===== config.mk =====
export PLATFORM = sky130hd
export DESIGN_NAME = even_counter_ctrl
export DESIGN_NICKNAME = d
export VERILOG_FILES = /design/src/rtl/even_counter_pkg.sv /design/src/rtl/even_incr.sv /design/src/rtl/even_counter_ctrl.sv
export SDC_FILE = /design/constraint.sdc
export NUM_CORES = 1
export LEC_CHECK = 0
export BUFFER_PORTS_ARGS = -buffer_cell sky130_fd_sc_hd__buf_2
export CAP_MARGIN = 5
export CORE_ASPECT_RATIO = 0.6
export CORE_MARGIN = 8
export CORE_UTILIZATION = 51
export DETAILED_ROUTE_END_ITERATION = 8
export PLACE_DENSITY_LB_ADDON = 0.12
export SLEW_MARGIN = 20
export SYNTH_ARGS = -nofsm -noshare
export SYNTH_HDL_FRONTEND = slang
export SYNTH_SLANG_ARGS = --single-unit

===== constraint.sdc =====
create_clock -name clk -period 2.5 [get_ports clk]
set_input_delay 0.5 -clock clk [delete_from_list [all_inputs] [get_ports clk]]
set_output_delay 0.5 -clock clk [all_outputs]
set_load 0.02 [all_outputs]

===== src/rtl/even_counter_pkg.sv =====
// even_counter_pkg: shared state encoding and constants for the even up-counter sequencer
package even_counter_pkg;
    localparam int STEP = 2;
    localparam int DEF_WIDTH = 8;
    typedef enum logic [1:0] {IDLE, RUN, HOLD, DONE} state_t;
endpackage


===== src/rtl/even_incr.sv =====
// even_incr: +2 ripple incrementer; bit 0 stays 0 and the chain carry-out flags the 254 -> 0 step
module even_incr #(
    parameter int WIDTH = 8
) (
    input  logic [WIDTH-1:1] a,
    output logic [WIDTH-1:0] y,
    output logic             co
);
    logic [WIDTH:1] c;
    assign c[1] = 1'b1;
    assign y[0] = 1'b0;
    for (genvar i = 1; i < WIDTH; i++) begin : g_rip
        assign y[i]   = a[i] ^ c[i];
        assign c[i+1] = a[i] & c[i];
    end
    assign co = c[WIDTH];
endmodule


===== src/rtl/even_counter_ctrl.sv =====
// even_counter_ctrl: start/stop sequencer for a bounded +2 even counter with pause and clear
// EVEN_COUNTER_CTRL_AUTO_RELOAD_EN: reload the start value at terminal and pulse done instead of stopping
module even_counter_ctrl
    import even_counter_pkg::*;
#(
    parameter int WIDTH = DEF_WIDTH
) (
    input  logic             clk,
    input  logic             reset,
    input  logic             start,
    input  logic             pause,
    input  logic             clear,
    input  logic [WIDTH-1:0] start_val,
    input  logic [WIDTH-1:0] stop_val,
    output logic [WIDTH-1:0] q,
    output logic             busy,
    output logic             done,
    output logic             wrap
);
    state_t st;
    logic [WIDTH-1:0] hi, nxt, s_even;
    logic co;
`ifdef EVEN_COUNTER_CTRL_AUTO_RELOAD_EN
    logic [WIDTH-1:0] lo;
`endif
    assign s_even = start_val & ~WIDTH'(1);
    even_incr #(.WIDTH(WIDTH)) u_incr (
        .a  (q[WIDTH-1:1]),
        .y  (nxt),
        .co (co)
    );
    always_ff @(posedge clk or negedge reset) begin
        if (!reset) begin
            st   <= IDLE;
            q    <= '0;
            hi   <= '0;
            busy <= 1'b0;
            done <= 1'b0;
            wrap <= 1'b0;
`ifdef EVEN_COUNTER_CTRL_AUTO_RELOAD_EN
            lo   <= '0;
`endif
        end else begin
            wrap <= 1'b0;
            if (clear) begin
                st   <= IDLE;
                q    <= '0;
                busy <= 1'b0;
                done <= 1'b0;
            end else if ((st == IDLE || st == DONE) && start) begin
                st   <= RUN;
                q    <= s_even;
                hi   <= stop_val & ~WIDTH'(1);
                busy <= 1'b1;
                done <= 1'b0;
`ifdef EVEN_COUNTER_CTRL_AUTO_RELOAD_EN
                lo   <= s_even;
`endif
            end else if (st == RUN) begin
                // terminal check outranks pause so a paused terminal count still finishes
                done <= (q == hi);
                if (q == hi) begin
`ifdef EVEN_COUNTER_CTRL_AUTO_RELOAD_EN
                    q <= lo;
`else
                    st   <= DONE;
                    busy <= 1'b0;
`endif
                end else if (pause) begin
                    st <= HOLD;
                end else begin
                    q    <= nxt;
                    wrap <= co;
                end
            end else if (st == HOLD && !pause) begin
                st <= RUN;
            end
        end
    end
endmodule


Yosys cells after proc, flatten, opt, wreduce, memory -nomap -nowiden
Index checks and enable logic that the tools add are counted.

word-level totals
  flip-flop bits (word level) = 20
  latch bits = 0
  bits in writable memories = 0
  memory bits (read-only) = 0
  bits of input ports = 21
  output and inout port bits = 11
  logic and storage cells = 62
  memories kept = 0

operators by class
  add/subtract/negate cells = 0
  $mul = 0
  div/mod/pow operators = 0
  order comparisons = 0
  equal/unequal tests = 7
  shift operators = 0
  mux-type cells = 23
  bitwise logic cells = 14
  reduce and logical (&&, ||, !) cells = 12

operators with widths
  operator                                             number
  2-to-1 mux 8 bit                                     5
  2-to-1 mux 1 bit                                     12
  2-to-1 mux 2 bit                                     6
  equality test 8 bit                                  1
  AND 1 bit                                            6
  AND reduction 2 bit                                  3
  nonzero test 3 bit                                   2
  XOR 1 bit                                            6
  != test 5 x 4 -> 1 bit, second input constant        1
  equality test 2 bit, second input constant           2
  nonzero test 4 bit                                   1
  != test 3 x 1 -> 1 bit, second input constant        1
  != test 3 bit, second input constant                 1
  AND reduction 3 bit                                  1
  equality test 2 x 1 -> 1 bit, second input constant  1
  logical AND 1 bit                                    2
  logical NOT 2 bit                                    1
  inverter 1 bit                                       2
  logical NOT 1 bit                                    1
  logical OR 1 bit                                     1

Longest topological paths before layout
Gate-level depths: netlist of run 1.

  depth after elaboration = 11
  mapped depth = 9
  depth with buffers taken out = 9

By module
From an unflattened synthesis of run 1, not the netlist that was laid out.

unflattened totals
  cells, all modules = 97
  area total of the unflattened synthesis = 1127.3 sq um

by module, submodules not included
  module             instances  cells an instance  area each (sq um)  seq. area each (sq um)
  even_counter_ctrl  1          88                 1037.2             500.5
  even_incr          1          9                  90.1               0.0

Worst setup path after synthesis of run 1
Ideal clock, no wire load.

  path kind = register to register
  start point = register q[1]
  end point = register q[7]
  arrival = 2.030 ns
  data required time = 2.375 ns
  path slack = 0.345 ns
  stages on the path, launching flop included = 10
  cell sequence = dfrtp_1 ha_1 ha_1 ha_1 ha_1 ha_1 ha_1 nand2_1 a21oi_1 mux2_4

between the ends
  cells in the longest elaborated chain, start to end = 11
  elaborated cells on any way between the ends = 14
  those cells by class = 2 x eq/ne; 5 x mux; 6 x bitwise; 1 x reduce/logical

RTL lines
  what                    line                     text
  from (decl)             even_counter_ctrl.sv:15  output logic [WIDTH-1:0] q,
  from (signal assigned)  even_counter_ctrl.sv:52  q <= s_even;
  from (signal assigned)  even_counter_ctrl.sv:72  q <= nxt;
  AND 1 bit (5 in a row)  even_incr.sv:14          assign c[i+1] = a[i] & c[i];
  XOR 1 bit               even_incr.sv:13          assign y[i] = a[i] ^ c[i];
  2-to-1 mux 8 bit        even_counter_ctrl.sv:69  end else if (pause) begin
  2-to-1 mux 8 bit        even_counter_ctrl.sv:62  if (q == hi) begin
  2-to-1 mux 8 bit        even_counter_ctrl.sv:59  end else if (st == RUN) begin
  2-to-1 mux 8 bit        even_counter_ctrl.sv:50  end else if ((st == IDLE || st == DONE) && start) begin
  2-to-1 mux 8 bit        even_counter_ctrl.sv:45  if (clear) begin

Several ways; a longest one is shown, not always the timed one. The select of a mux whose other input is x is not followed.
A chain may end at the register's enable or synchronous reset.

Final worst setup path of run 1
Ends and elaborated chain as after synthesis.

==> run metrics, run 1 <==
number of I/O pins 32; status finished, final reports clean; Final min period 2.21 ns; HPWL Detailed 2.04 mm; post-synth net total 141; Routed Antenna Nets 0; antenna violations before repair 0; Final Non-Filler Cells 168; die area 4190 µm²; CTS root buf clkbuf_8; Synth Instances 111; Finished Core Util 63.2%; Area Overhead vs Synth 16.6%; top-count cell post-synth dfrtp_1; placed inst area 1340 µm²; pre-CTS worst setup slack 0.330 ns; Seq cells post-synth 19; worst hold path type primary input to asynchronous set/reset pin; worst r2r path cells 9; Worst EP required 2.64 ns; Startpoint Class flop; pin count of the biggest net entering global routing 20; Distinct cells, synth 35; vias in the first global route 916; Final Hold Vio Count 0; CTS tree done; Fmax 452 MHz; hold buffers post-CTS 0; post-route cell area 1390 µm²; Slew Limit Fails 0; Hold Slack 0.183 ns; final setup vio count 0; CTS-repair resized insts 0; top post-synthesis cells by area dfrtp_1 (40%), ha_1 (9.5%), mux2_4 (7.6%); post-layout power 1.58 mW; final setup skew 0.00220 ns; crit path max fanout 6; vias 880; GRT Residual Overflow 0; post-route setup slack 0.289 ns; Post-synth top flop dfrtp_1; GPL Wtd Cong 0.879; CTS Buf Count 3; leading area contributor after synthesis dfrtp_1; postcts setup bufs 0; final wirelength 2.62 mm; GRT Total Usage 13.3%; final-layout fill cell count 198; Seq/Total Area, Yosys 39.9%; critical path arrival 2.35 ns; TNS Setup 0 ns; Antenna diodes 0; placed instance count 164; post-DR wirelength/cell 15.6 µm; PortBufs 28; PD cells 1130 nW/µm²; Tcrit/Tclk final 88.4%; P_leak 0.691 nW; Crit Path Class flop to flop; CP endpoint kind flop; asr flop ratio synth 100%; First-pass DRT Iterations 4; Reg clk slew, reported paths 0.07 ns; Final #Nets 169; RSZ-0062 raised after global routing false; Synth top area share 39.9%; Post-synth EDFFs 0; fraction of layout cells with a size suffix above 1 33.3%; first-pass GRT wire length 4.45 mm; number of max-cap violations 0; Via-to-Cell Ratio 5.24; Peak VDD IR 610 µV; Core ar. 2200 µm²; mapped cell area 1190 µm²; drt drc 0; die width 78.4 µm; Chip Height 53.4 µm; H-tree levels 1; Longest Clk Path Bufs 2; Initial DRC Count 32; Sink Count 19; initial core utilization 54.2%; number of core rows 13; Worst-Skew Late Latency 0.25 ns; synth cell count leaders dfrtp_1 (19), nand2_1 (15), a21oi_1 (10); Syn. warnings 0; synthesized area per cell 10.7 µm²
[layout make-up]
type	count	area (µm²)	area share, %
Clock buffer	4	45.0	3.24
Timing Repair Buffer	28	140	10.1
Sequential cell	19	475	34.2
Tap cell	30	37.5	2.70
Multi-Input combinational cell	84	679	48.9
Inverter	3	11.3	0.811
[flip-flops by register name, summed over array words and instances, names as in the netlist]
register,flops
hi,7
q,7
st,2
busy,1
done,1
wrap,1
[cell usage in the layout, fill, tap and decap left out, types with 2 or more instances in the layout]
cell,n
a21oi_1,10
buf_2,28
clkbuf_8,3
dfrtp_1,19
ha_1,9
inv_1,3
mux2_2,7
mux2_4,6
mux2i_1,2
nand2_1,15
nand2b_1,3
nand3_1,2
nor2b_1,2
nor3_1,2
xnor2_1,5
xor2_1,3
[per-layer routing]
metal | routed length [µm] | vias up | part of all wire (%) | track usage, %
met5 | 0 | - | 0 | 0
met4 | 4 | 0 | 0.15 | 2.74
met3 | 147 | 2 | 5.6 | 4.73
met2 | 1090 | 21 | 42 | 19.2
met1 | 1380 | 415 | 53 | 18.6
li1 | - | 442 | - | -
[worst paths after layout]
path / endpoint / from / slack [ns]
worst min-delay path: st[1] / reset / 0.18
worst max register to register: q[7] / q[1] / 0.29
worst max-delay path: q[7] / q[1] / 0.29
min in group clk: hi[2] / stop_val[2] / 0.47
max in group asynchronous: q[5] / reset / 2.00
worst min register to register: hi[5] / hi[5] / 0.54
[worst max-delay path: stages, from the launching register on]
cell and delay, ns:
dfrtp_1 0.46, ha_1 0.24, ha_1 0.20, ha_1 0.19, ha_1 0.18, ha_1 0.18
ha_1 0.26, nand2_1 0.05, a21oi_1 0.07, mux2_4 0.26
[report_power, final]
| part | switching [mW] | leakage [nW] | internal [mW] |
|---|---|---|---|
| logic | 0.445 | 0.425 | 0.360 |
| clock network | 0.0986 | 0.0228 | 0.113 |
| registers | 0.127 | 0.243 | 0.432 |
[cells by family (layout without fill, tap and decap cells)]
| family | count (synthesis) | in the layout | synth area share [%] |
|---|---|---|---|
| other | 1 | 1 | 0.315 |
| and+or+nand+nor | 32 | 32 | 14.3 |
| xor gates and xnor gates | 8 | 8 | 5.88 |
| buffers and inverters | 8 | 35 | 3.05 |
| muxes | 15 | 15 | 15.9 |
| DFF | 19 | 19 | 39.9 |
| adders and majority gates | 9 | 9 | 9.45 |
| AOI/OAI and AO/OA | 19 | 19 | 11.2 |
(Power assumes the default switching activity.)
==> run 2: changes to the inputs <==
--- a/config.mk
+++ b/config.mk
@@ -11,7 +11,7 @@
 export CORE_MARGIN = 8
 export CORE_UTILIZATION = 51
 export DETAILED_ROUTE_END_ITERATION = 8
-export PLACE_DENSITY_LB_ADDON = 0.12
+export PLACE_DENSITY = 0.76
 export SLEW_MARGIN = 20
 export SYNTH_ARGS = -nofsm -noshare
 export SYNTH_HDL_FRONTEND = slang
==> run metrics, run 2 (synthesis gave the netlist of run 1 again) <==
R2R Path Start q[2]; Longest Clk Path Bufs 2; worst r2r path cells 9; first-pass GRT wire length 4.62 mm; post-route setup slack 0.394 ns; drt drc 0; CTS root buf clkbuf_8; placed instance count 165; r2r setup slk 0.39 ns; Chip Height 53.4 µm; fraction of layout cells with a size suffix above 1 33.8%; crit path max fanout 4; antenna violations before repair 0; Flop pwr share 34.9%; Metal-1 WL 1.21 mm; final setup skew 0.00686 ns; Worst-Skew Late Latency 0.26 ns; GPL Wtd Cong 0.810; number of max-cap violations 0; First-pass DRT Iterations 4; final-layout fill cell count 182; PD cells 1140 nW/µm²; Startpoint Class flop; commonest non-fill, non-tap cell in the layout buf_2; final wirelength 2.74 mm; Fmax 475 MHz; CP endpoint kind flop; number of core rows 13; Regs by FF count hi x7, q x7, st x2; CTS-repair resized insts 0; post-layout power 1.60 mW; Final Non-Filler Cells 169; DR top layer met4; pre-CTS worst setup slack 0.383 ns; Met3 Routed Length 214 µm; HPWL Detailed 2.16 mm; Antenna diodes 0; H-tree levels 1; Tcrit/Tclk final 84.2%; Initial DRC Count 52; Net Sw Power 682 µW; GRT Residual Overflow 0; final setup vio count 0; post-DR wirelength/cell 16.2 µm; die area 4190 µm²; vias 917; Gate power share 51.5%; Final min period 2.11 ns; Hold Slack 0.174 ns; Routed Antenna Nets 0; PortBufs 28; pin count of the biggest net entering global routing 20; Final Hold Vio Count 0; Reg clk slew, reported paths 0.07 ns; CTS Buf Count 3; placed inst area 1350 µm²; most frequent cells in the layout buf_2 (28), dfrtp_1 (19), nand2_1 (15); vias in the first global route 958; Area Overhead vs Synth 17.2%; RSZ-0062 raised after global routing false; Peak VDD IR 452 µV; Via-to-Cell Ratio 5.43; Final #Nets 170; Worst EP required 2.65 ns; CTS tree done; worst hold path type primary input to asynchronous set/reset pin; post-route cell area 1400 µm²; die width 78.4 µm; sw frac 42.7%; Finished Core Util 63.6%; initial core utilization 54.2%; hold buffers post-CTS 0; status finished, final reports clean; Sink Count 19; TNS Setup 0 ns; r2r endpoint q[7]; critical path arrival 2.26 ns; P_leak 0.696 nW; Core ar. 2200 µm²; Crit Path Class flop to flop; met2 wire len 1.25 mm; postcts setup bufs 0; Clock Power Share 13.6%; Slew Limit Fails 0; number of I/O pins 32; GRT Total Usage 14.5%; cell-internal power 914 µW
[run 2: worst max-delay path by stage]
stage          start  endpoint  slack [ns]  cells after the start
2_1_floorplan   q[1]      q[7]        0.34                      9
3_3_place_gp    q[2]      q[7]        0.44                      9
3_5_place_dp    q[2]      q[7]        0.38                      9
4_1_cts         q[2]      q[7]        0.38                      9
5_1_grt         q[2]      q[7]        0.27                      9
6_report        q[2]      q[7]        0.39                      9
[run 2: power groups by stage]
stage               Sequential [mW]  Clock, mW  Combinational, mW
finish                        0.558      0.217              0.822
global route                  0.573      0.240              0.914
CTS                           0.557      0.223              0.824
detailed placement            0.562          0              0.819
global placement              0.551          0              0.786
floorplan                     0.600          0              0.558
[run 2: final cells by class]
class,count,area [µm²],area share (%)
flip-flops and latches,19,475,34.1
multi-input cells,84,679,48.7
well taps,30,37.5,2.69
clock buffers,4,45.0,3.23
inverters,3,11.3,0.806
repair buffers,29,148,10.6
[run 2: routing by layer]
layer  GRT usage (%)  vias to the layer above
met5               0                        -
met4            8.54                        0
met3            5.74                        6
met2            22.4                       28
met1            16.9                      435
li1                -                      448
[run 2: worst max-delay path, cell delays in order (launching register included)]
cell	delay, ns
dfrtp_1	0.42
ha_1	0.20
ha_1	0.18
ha_1	0.18
ha_1	0.18
ha_1	0.19
ha_1	0.27
nand2_1	0.06
a21oi_1	0.07
mux2_4	0.26
==> run 3: changes to the inputs <==
==> constraint.sdc (replaced) <==
create_clock -name clk -period 2.02 [get_ports clk]
set_input_delay 0.404 -clock clk [delete_from_list [all_inputs] [get_ports clk]]
set_output_delay 0.404 -clock clk [all_outputs]
set_load 0.02 [all_outputs]
==> run metrics, run 3 (synthesis gave the netlist of run 1 again) <==
status finished, final reports clean; post-DR wirelength/cell 16.4 µm; final setup vio count 0; final setup skew 0.00195 ns; sw frac 42.5%; Final min period 1.97 ns; GRT Total Usage 14.8%; commonest non-fill, non-tap cell in the layout buf_2; most frequent cells in the layout buf_2 (28), dfrtp_1 (17), nand2_1 (15); Fmax 509 MHz; crit path max fanout 2; Startpoint Class flop; Chip Height 53.4 µm; cell-internal power 1.18 mW; Gate power share 53.5%; PortBufs 28; number of I/O pins 32; post-route setup slack 0.0535 ns; P_leak 0.695 nW; Via-to-Cell Ratio 5.48; placed instance count 168; CTS tree done; number of max-cap violations 0; die width 78.4 µm; Slew Limit Fails 0; final-layout fill cell count 180; Crit Path Class flop to flop; H-tree levels 1; critical path arrival 2.11 ns; vias in the first global route 1,010; Core ar. 2200 µm²; Net Sw Power 872 µW; Worst-Skew Late Latency 0.26 ns; antenna violations before repair 0; HPWL Detailed 2.24 mm; final wirelength 2.82 mm; fraction of layout cells with a size suffix above 1 42.3%; Sink Count 19; Final #Nets 173; postcts setup bufs 0; met3 Usage GRT 7.09%; initial core utilization 54.2%; post-layout power 2.05 mW; number of core rows 13; vias 942; pin count of the biggest net entering global routing 20; met2 usage 23.0%; GR Layer Usage met1 18.6%; CTS root buf clkbuf_8; Worst EP required 2.17 ns; Reg clk slew, reported paths 0.07 ns; drt drc 0; Regs by FF count hi x7, q x7, st x2; Final Hold Vio Count 0; GRT Residual Overflow 0; Area Overhead vs Synth 22.7%; Initial DRC Count 63; pre-CTS worst setup slack -0.0116 ns; TNS Setup 0 ns; CP endpoint kind flop; RSZ-0062 raised after global routing false; GPL Wtd Cong 0.796; Tcrit/Tclk final 97.3%; Longest Clk Path Bufs 2; CTS Buf Count 3; Antenna diodes 0; Flop pwr share 33.5%; first-pass GRT wire length 4.85 mm; hold buffers post-CTS 0; Peak VDD IR 823 µV; busiest grt layer met2; die area 4190 µm²; Routed Antenna Nets 0; Clock Power Share 13.0%; Final Non-Filler Cells 172; worst hold path type primary input to asynchronous set/reset pin; First-pass DRT Iterations 4; PD cells 1410 nW/µm²
-- run 3: cell types whose count changed in the layout (fill, tap and decap cells not counted), sizes merged --
cell	before	now
clkbuf	4	3
buf	29	32
clkinv	0	1
-- run 3: power by group through the flow --
stage / Combinational (mW) / Sequential (mW) / Clock, mW
after floorplan: 0.697 / 0.756 / 0
after global placement: 1.04 / 0.682 / 0
after detailed placement: 1.09 / 0.697 / 0
after CTS: 1.10 / 0.688 / 0.276
after global routing: 1.22 / 0.710 / 0.292
final: 1.10 / 0.688 / 0.268
-- run 3: final timing paths --
path,start,end,slack (ns),depth (start not counted)
max,q[2],q[7],0.05,9
min,reset,hi[7],0.08,1
max reg2reg,q[2],q[7],0.05,9
min reg2reg,done,done,0.54,2
max in group asynchronous,reset,q[2],1.60,1
min in group clk,stop_val[3],hi[3],0.38,2
-- run 3: per-stage QoR --
stage                     util, %  cell area, µm²  hold WS [ns]
after floorplan                 -            1220         0.108
after global placement       63.7            1400         0.368
after detailed placement     63.7            1400         0.372
after CTS                    66.4            1460        0.0903
after global routing         66.6            1460         0.103
final                        66.6            1460        0.0848
-- run 3: layout make-up --
cell class,count,area (µm²),share of cell area (%)
clock buffer,3,41.3,2.83
clock inverter,1,5.00,0.342
timing repair buffer,32,170,11.6
sequential,19,478,32.7
multi-input combinational,84,718,49.1
inverter,3,11.3,0.771
tap,30,37.5,2.57
-- run 3: metal layers --
layer	wire, µm	share of wire, %
met1	1320	47
met2	1240	44
met3	250	8.9
met4	4	0.14
met5	0	0
-- run 3: repair_timing --
| action | in CTS | in global routing |
|---|---|---|
| gates resized for setup | 1 | 1 |
| pin swaps | 0 | 0 |
| setup endpoints to repair | 1 | 1 |
| endpoints found under the hold margin | 0 | 0 |
-- run 3: critical path: stages (launching register included) --
cell and delay [ns]:
dfrtp_2 0.43, ha_4 0.16, ha_2 0.16, ha_2 0.16
ha_2 0.16, ha_2 0.18, ha_4 0.20, nand2_1 0.07
a21oi_2 0.07, mux2_4 0.26
